`src/rtl/single_macc_coeff_loader.sv`:
```
// ---------------------------------------------------------------------------
// single_macc_coeff_loader
//   Takes a byte stream over a valid/ready handshake, packs every
//   BYTES_PER_COEFF bytes (MSB byte first) into one coefficient, and writes
//   the coefficients to the single-MACC FIR coefficient port at addresses
//   0..NUM_TAPS-1. While a load runs, DataHold_o tells the sample source to
//   keep DataNd_i low.
//
// Ports
//   Clk_i        rising-edge clock (filter clock; CoeffClk_i is tied to it)
//   Rst_i        synchronous active-high reset
//   Start_i      begin a load (honoured only when idle)
//   Abort_i      cancel a load in progress, no Done_o pulse
//   Byte_i       coefficient byte, MSB byte first
//   ByteValid_i  Byte_i valid
//   ByteReady_o  byte accepted this cycle when ByteValid_i is high
//   CoeffAddr_o  coefficient address to the filter
//   CoeffData_o  coefficient data to the filter
//   CoeffWr_o    one-cycle write strobe to the filter
//   Busy_o       receiving or writing a coefficient
//   DataHold_o   sample source must not assert DataNd_i
//   Done_o       one-cycle pulse after the last coefficient is written
// ---------------------------------------------------------------------------
module single_macc_coeff_loader #(
    parameter int NUM_TAPS        = 16,
    parameter int ADDR_W          = 4,
    parameter int COEFF_W         = 18,
    parameter int BYTES_PER_COEFF = 3
) (
    input  logic               Clk_i,
    input  logic               Rst_i,
    input  logic               Start_i,
    input  logic               Abort_i,
    input  logic [7:0]         Byte_i,
    input  logic               ByteValid_i,
    output logic               ByteReady_o,
    output logic [ADDR_W-1:0]  CoeffAddr_o,
    output logic [COEFF_W-1:0] CoeffData_o,
    output logic               CoeffWr_o,
    output logic               Busy_o,
    output logic               DataHold_o,
    output logic               Done_o
);

    localparam int CNT_W = $clog2(BYTES_PER_COEFF + 1);
    localparam int SH_W  = 8 * (BYTES_PER_COEFF - 1);
    localparam int WD_W  = 8 * BYTES_PER_COEFF;
    localparam logic [ADDR_W-1:0] LAST_ADDR = ADDR_W'(NUM_TAPS - 1);
    localparam logic [CNT_W-1:0]  LAST_BYTE = CNT_W'(BYTES_PER_COEFF - 1);

    typedef enum logic [1:0] {S_IDLE, S_RECV, S_WRITE, S_DONE} state_t;

    state_t             r_state, w_next;
    logic [ADDR_W-1:0]  r_addr;
    logic [CNT_W-1:0]   r_bytecnt;
    logic [SH_W-1:0]    r_shift;      // earlier bytes of the current coefficient
    logic [ADDR_W-1:0]  r_coeff_addr;
    logic [COEFF_W-1:0] r_coeff_data;

    logic               w_xfer;
    logic               w_last_xfer;
    logic [WD_W-1:0]    w_word;

    assign w_xfer      = (r_state == S_RECV) && ByteValid_i;
    // Abort beats the final byte: no write is scheduled.
    assign w_last_xfer = w_xfer && (r_bytecnt == LAST_BYTE) && !Abort_i;
    // Full word with the incoming byte as LSB; the top bits of the first
    // byte beyond COEFF_W are dropped by the truncating cast below.
    assign w_word      = {r_shift, Byte_i};

    always_comb begin
        w_next = r_state;
        case (r_state)
            S_IDLE:  if (Start_i) w_next = S_RECV;
            S_RECV: begin
                if (Abort_i)          w_next = S_IDLE;
                else if (w_last_xfer) w_next = S_WRITE;
            end
            S_WRITE: begin
                if (Abort_i)                  w_next = S_IDLE;
                else if (r_addr == LAST_ADDR) w_next = S_DONE;
                else                          w_next = S_RECV;
            end
            S_DONE:  w_next = S_IDLE;
            default: w_next = S_IDLE;
        endcase
    end

    always_ff @(posedge Clk_i) begin
        if (Rst_i) begin
            r_state      <= S_IDLE;
            r_addr       <= '0;
            r_bytecnt    <= '0;
            r_shift      <= '0;
            r_coeff_addr <= '0;
            r_coeff_data <= '0;
        end else begin
            r_state <= w_next;
            case (r_state)
                S_IDLE: begin
                    if (Start_i) begin
                        r_addr    <= '0;
                        r_bytecnt <= '0;
                    end
                end
                S_RECV: begin
                    if (w_xfer && !Abort_i) begin
                        r_shift   <= SH_W'(w_word);
                        r_bytecnt <= r_bytecnt + 1'b1;
                    end
                    // Capture address/data now so they are registered and
                    // stable during the WRITE cycle and held afterwards.
                    if (w_last_xfer) begin
                        r_coeff_addr <= r_addr;
                        r_coeff_data <= COEFF_W'(w_word);
                    end
                end
                S_WRITE: begin
                    if (!Abort_i && r_addr != LAST_ADDR) begin
                        r_addr    <= r_addr + 1'b1;
                        r_bytecnt <= '0;
                    end
                end
                default: ;
            endcase
        end
    end

    assign ByteReady_o = (r_state == S_RECV);
    assign CoeffWr_o   = (r_state == S_WRITE);
    assign CoeffAddr_o = r_coeff_addr;
    assign CoeffData_o = r_coeff_data;
    assign Busy_o      = (r_state == S_RECV) || (r_state == S_WRITE);
    assign DataHold_o  = (r_state != S_IDLE);
    assign Done_o      = (r_state == S_DONE);

endmodule

```
`config.mk`:
```
export PLATFORM = sky130hd
export DESIGN_NAME = single_macc_coeff_loader
export DESIGN_NICKNAME = d
export VERILOG_FILES = /design/src/rtl/single_macc_coeff_loader.sv
export SDC_FILE = /design/constraint.sdc
export NUM_CORES = 1
export LEC_CHECK = 0
export ABC_AREA = 1
export BUFFER_PORTS_ARGS = -buffer_cell sky130_fd_sc_hd__buf_2
export CORE_MARGIN = 2
export CORE_UTILIZATION = 55
export CTS_BUF_LIST = sky130_fd_sc_hd__clkbuf_8
export DETAILED_ROUTE_END_ITERATION = 7
export GPL_TIMING_DRIVEN = 0
export PLACE_DENSITY = 0.81
export SYNTH_ARGS = -nofsm -noshare
export SYNTH_HDL_FRONTEND = slang
export SYNTH_SLANG_ARGS = --single-unit
```
`constraint.sdc`:
```
create_clock -name Clk_i -period 1.9 [get_ports Clk_i]
set_clock_uncertainty 0.1 [all_clocks]
set_input_delay 0 -clock Clk_i [delete_from_list [all_inputs] [get_ports Clk_i]]
set_output_delay 0 -clock Clk_i [all_outputs]
set_load 0.05 [all_outputs]
```
# --- Yosys cells after proc, flatten, opt, wreduce, memory -nomap -nowiden ---
# Cells that the tools add are included.
totals:
  regBits: 40
  inputBits: 13
  output_inout_bits: 27
  word_cells: 47
op_classes:
  addsub: 2
  eq_ne: 10
  muxes: 13
  n_reduce_logical: 16
op_table:
  columns: ["cell", "n"]
  rows:
  - ["two-way mux 2 bit", 8]
  - ["two-way mux 4 bit", 2]
  - ["case mux 2 bit (4 select lines)", 1]
  - ["case mux 4 bit (2 select lines)", 1]
  - ["equality test 2 bit, second input constant", 3]
  - ["case mux 2 bit (3 select lines)", 1]
  - ["AND reduction 2 bit", 3]
  - ["logical AND 1 bit", 5]
  - ["adder 4 x 1 -> 4 bit, second input constant", 1]
  - ["equality test 4 bit, second input constant", 1]
  - ["inequality test 2 x 1 -> 1 bit, second input constant", 2]
  - ["inequality test 4 bit, second input constant", 1]
  - ["AND reduction 4 bit", 1]
  - ["nonzero test 2 bit", 2]
  - ["inequality test 3 x 2 -> 1 bit, second input constant", 1]
  - ["AND reduction 3 bit", 1]
  - ["nonzero test 3 bit", 1]
  - ["adder 2 x 1 -> 2 bit, second input constant", 1]
  - ["equality test 2 x 1 -> 1 bit, second input constant", 1]
  - ["zero test 2 bit", 1]
  - ["inequality test 2 bit, second input constant", 1]
  - ["zero test 1 bit", 1]
  - ["logical OR 1 bit", 1]

# --- Logic depth before layout (Yosys ltp) ---
logic_depth:
  depth_word: 7
  mapped_depth: 9
  mapped_depth_nobuf: 9

# --- Worst setup path after synthesis ---
# No wires, ideal clock.
synth_path:
  path_kind: "reg2reg"
  startpoint: "register r_state[1]"
  endpoint: "register r_coeff_addr[1] (netlist: CoeffAddr_o[1])"
  setup_time_ns: 0.114
  arrival_ns: 1.692
  required_time_ns: 1.686
  slack_ns: -0.006
  path_stages_with_launch: 10
  path_buffers: 2
  synth_period_minus_slack_ns: 1.906
  path_cell_list: "dfxtp_1 inv_1 ha_1 nand2_1 nor2_4 nand2_2 buf_6 buf_6 o21ai_1 nor2_1"
synth_between:
  elab_chain_len: 5
synth_lines:
  columns: ["item", "line_no", "text"]
  rows:
  - ["from (decl)", "53", "state_t r_state, w_next;"]
  - ["from (signal assigned)", "98", "r_state <= w_next;"]
  - ["equality test 2 x 1 -> 1 bit *", null, null]
  - ["via ByteReady_o", "36", "output logic ByteReady_o,"]
  - ["logical AND 1 bit", "64", "assign w_xfer = (r_state == S_RECV) && ByteValid_i;"]
  - ["logical AND 1 bit (2 in a row)", "66", "assign w_last_xfer = w_xfer && (r_bytecnt == LAST_BYTE) && !Abort_i;"]
  - ["AND reduction 2 bit (no line) *", null, null]
  - ["to (signal assigned)", "114", "r_coeff_addr <= r_addr;"]
  - ["to (decl)", "57", "logic [ADDR_W-1:0] r_coeff_addr;"]
# The timed path passes the listed nets; every way through them passes the cells marked *.
# A chain may end at the register's enable or synchronous reset.

# --- Final worst setup path ---
layout_path:
  startpoint: "register r_state[0]"
  endpoint: "register r_addr[3]"
layout_between:
  elab_chain_len: 3
  word_cells_on_any_way: 7
  cone_classes: "eq/ne (3); mux (1); reduce/logical (3)"
layout_lines:
  columns: ["item", "line_no", "text"]
  rows:
  - ["equality test 2 bit or zero test 2 bit (tied branches)", "99", "case (r_state)"]
  - ["inequality test 2 x 1 -> 1 bit (no line) (tied with other cells)", null, null]
  - ["AND reduction 3 bit (no line)", null, null]
  - ["to (signal assigned)", "120", "r_addr <= r_addr + 1'b1;"]
  - ["to (decl)", "54", "logic [ADDR_W-1:0] r_addr;"]
# Parallel ways exist; a longest one is shown, timed or not.

==> impl_metrics.toml <==
[outcome]
status = "finished clean"

[global_routing]
first_global_vias = 1462
grt_pass1_wl_mm = 6.07
antenna_found_initial = 0
grt-ovfl-total = 0
grt_usage_pct = 22.9
grt_max_degree = 13
use_met3_pct = 6.77
gr-max-usage-layer = "met2"
use_met2_pct = 38.3
groute.layer.met1.usage_pct = 28.0

[sta]
setup_tns_ps = 0
post-route-period-util_pct = 86.7
rsz0062_at_grt = "no"
hold_viol_final = 0
slew_headroom_pct = 74.2
setup_viol = 0
worst_pin_slew_ps = 387
drv_slew = 0
min_period_ps = 1650
fmax_mhz = 607

[worst_setup_path]
critical_path.max_fanout = 8
crit_chain = "inv_1 > ha_1 > buf_2 > or2_2 > nand3_2 > nand2_1 > nand2_1 > nor2_1"
required_ps = 1990
reg2reg_slack_ps = 250
cpMostUsedCell = "nand2_1"
crit_path_max_incr_delay_ps = 390
cp.arrival_ps = 1730
slowest_stage = "dfxtp_1"
endpoint_kind = "flop"
critPathKind = "flop to flop"
start_kind = "flop"

[drt]
wl_mm = 3.72
drt_first_pass_iters = 4
drt_iter0_markers = 78
drc = 0
via_per_inst = 5.04
wl_per_cell_um = 12.0
final_antenna_net_count = 0
via_count = 1567

[die]
die_x_um = 59.6
io_pins = 40
start_util_pct = 56.6
fp.dieArea_mm2 = 0.00355
rows = 20
design.core.area_mm2 = 0.00300
die_y_um = 59.6

[power]
p_leak_uw = 0.00102
comb_power_share_pct = 29.8
pwr-share-seq_pct = 41.3
peakVddDrop_v = 0.000786
switching_share_pct = 34.1
internal_power_uw = 1520
powerDensity_mw_per_mm2 = 1080
power_frac_clock_pct = 28.9
p_switching_uw = 786

[layout]
area_growth_syn_to_layout_pct = 25.7
finish.utilization_pct = 71.2
drive_gt1_share_pct = 23.4
mostFrequentLayoutCell = "nor2_1"
final_cell_mix = "66 x nor2_1, 41 x buf_2, 40 x dfxtp_1"
fin_area_mm2 = 0.00214
diodes = 0
nNetsFinal = 297

[synth]
yosys.area_share.simple_pct = 26.9
synth_cell_types = 25
syn_inst = 222
synth_top_family_by_area = "simple AND/OR/NAND/NOR gates"
synthAdderAreaFrac_pct = 5.15
synth_seq_cells = 40
yosys.area_share.xor_xnor_pct = 0
syn-cell-area_mm2 = 0.00170
synth_mux_area_share_pct = 0
synth_area_leader_cell = "dfxtp_1"
avgSynthCellArea_um2 = 7.66
yosys-top-cells-area = "dfxtp_1 47%, nor2_1 15%, nand2_1 6.2%"
synth_top_area_share_pct = 47.1
yosysWarnings = 0
yosysSeqAreaShare_pct = 47.1
syn_nets = 242
synth_compound_area_share_pct = 13.0

[place]
io_buffers = 39
post-dp-hpwl_mm = 2.58
placed_area_mm2 = 0.00194
place.gp.congestion = 0.740

[worst_hold_path]
hp-class = "input pin to flop"

[clocking]
cts_resized = 0
clock_latency_ps = 290
cts_tree = "built"
cts_buffer_depth = 2
htreeDepth = 2
cts_num_sinks = 40
clock-root-buffer = "clkbuf_8"
clkSlewWorstSetupHoldPaths_ps = 80
cts_buffers = 5

[job]
max_cap_viol_count = 0
-- cell families after synthesis --
family                   after synthesis
buffers and inverters                 24
adder cells (fa/ha/maj)                7
AO/OA/AOI/OAI                         41
AND/OR/NAND/NOR                      110
flip-flops                            40
-- power groups by stage --
stage / clock [µW] / combinational, µW / sequential, µW
after detailed placement: 0 / 669 / 970
final: 665 / 686 / 952
after floorplan: 0 / 502 / 1010
after global routing: 713 / 763 / 960
after global placement: 0 / 658 / 965
after CTS: 675 / 687 / 951
-- metal layers --
layer	vias to the layer above	share of wire (%)
met5	-	0
li1	818	-
met3	5	4.6
met4	0	1.3
met1	708	46
met2	36	48
-- path summary, 6_finish.rpt --
path,start,cells after the start,endpoint
setup reg to reg,r_state[0]$_SDFFE_PP0P_,8,r_addr[3]$_SDFFE_PP0P_
hold / removal,Abort_i,6,r_state[0]$_SDFFE_PP0P_
hold reg to reg,r_shift[2]$_SDFFE_PP0P_,2,r_shift[2]$_SDFFE_PP0P_
setup / recovery,r_state[0]$_SDFFE_PP0P_,8,r_addr[3]$_SDFFE_PP0P_
-- per-stage QoR --
| step | std cells | hold slack (ps) | setup WS [ps] | total power (µW) |
|---|---|---|---|---|
| after floorplan | 222 | -30.9 | 107 | 1520 |
| after global placement | 294 | 144 | 276 | 1620 |
| after detailed placement | 294 | 153 | 266 | 1640 |
| after CTS | 311 | 104 | 242 | 2310 |
| after global routing | 311 | 132 | 124 | 2440 |
| final | 311 | 108 | 252 | 2300 |
-- cell type report --
| type | instances | area (µm²) |
|---|---|---|
| clock buffer | 5 | 68.8 |
| fill | 243 | 866 |
| timing repair buffer | 48 | 285 |
| buffer | 10 | 80.1 |
| clock inverter | 3 | 38.8 |
| multi-input combinational | 158 | 769 |
| sequential | 40 | 801 |
| tap | 33 | 41.3 |
| inverter | 14 | 52.6 |
-- cell usage after synthesis (all sizes together) --
cell type	number
a21boi	1
a21oi	11
and2	1
buf	7
clkbuf	3
clkinv	1
dfxtp	40
ha	7
inv	13
nand2	30
nand3	4
nand4	5
nor2	67
o21ai	28
o21bai	1
or2	3
-- critical path, delay by kind of cell, from the launching register on --
kind	cells	cell delay [ps]
buffers and inverters	2	270
AND/OR/NAND/NOR	5	570
flip-flops	1	390
adder cells (fa/ha/maj)	1	210
-- sequential cells by signal (all words and copies together), names as in the netlist --
name,count
r_bytecnt,2
r_shift,10
CoeffAddr_o,4
r_state,2
CoeffData_o,18
r_addr,4
-- timing repair --
item | CTS | global route
hold endpoints to repair | 19 | 0
setup buffers | 0 | 0
hold buffers | 9 | 0
(Power assumes the default switching activity.)
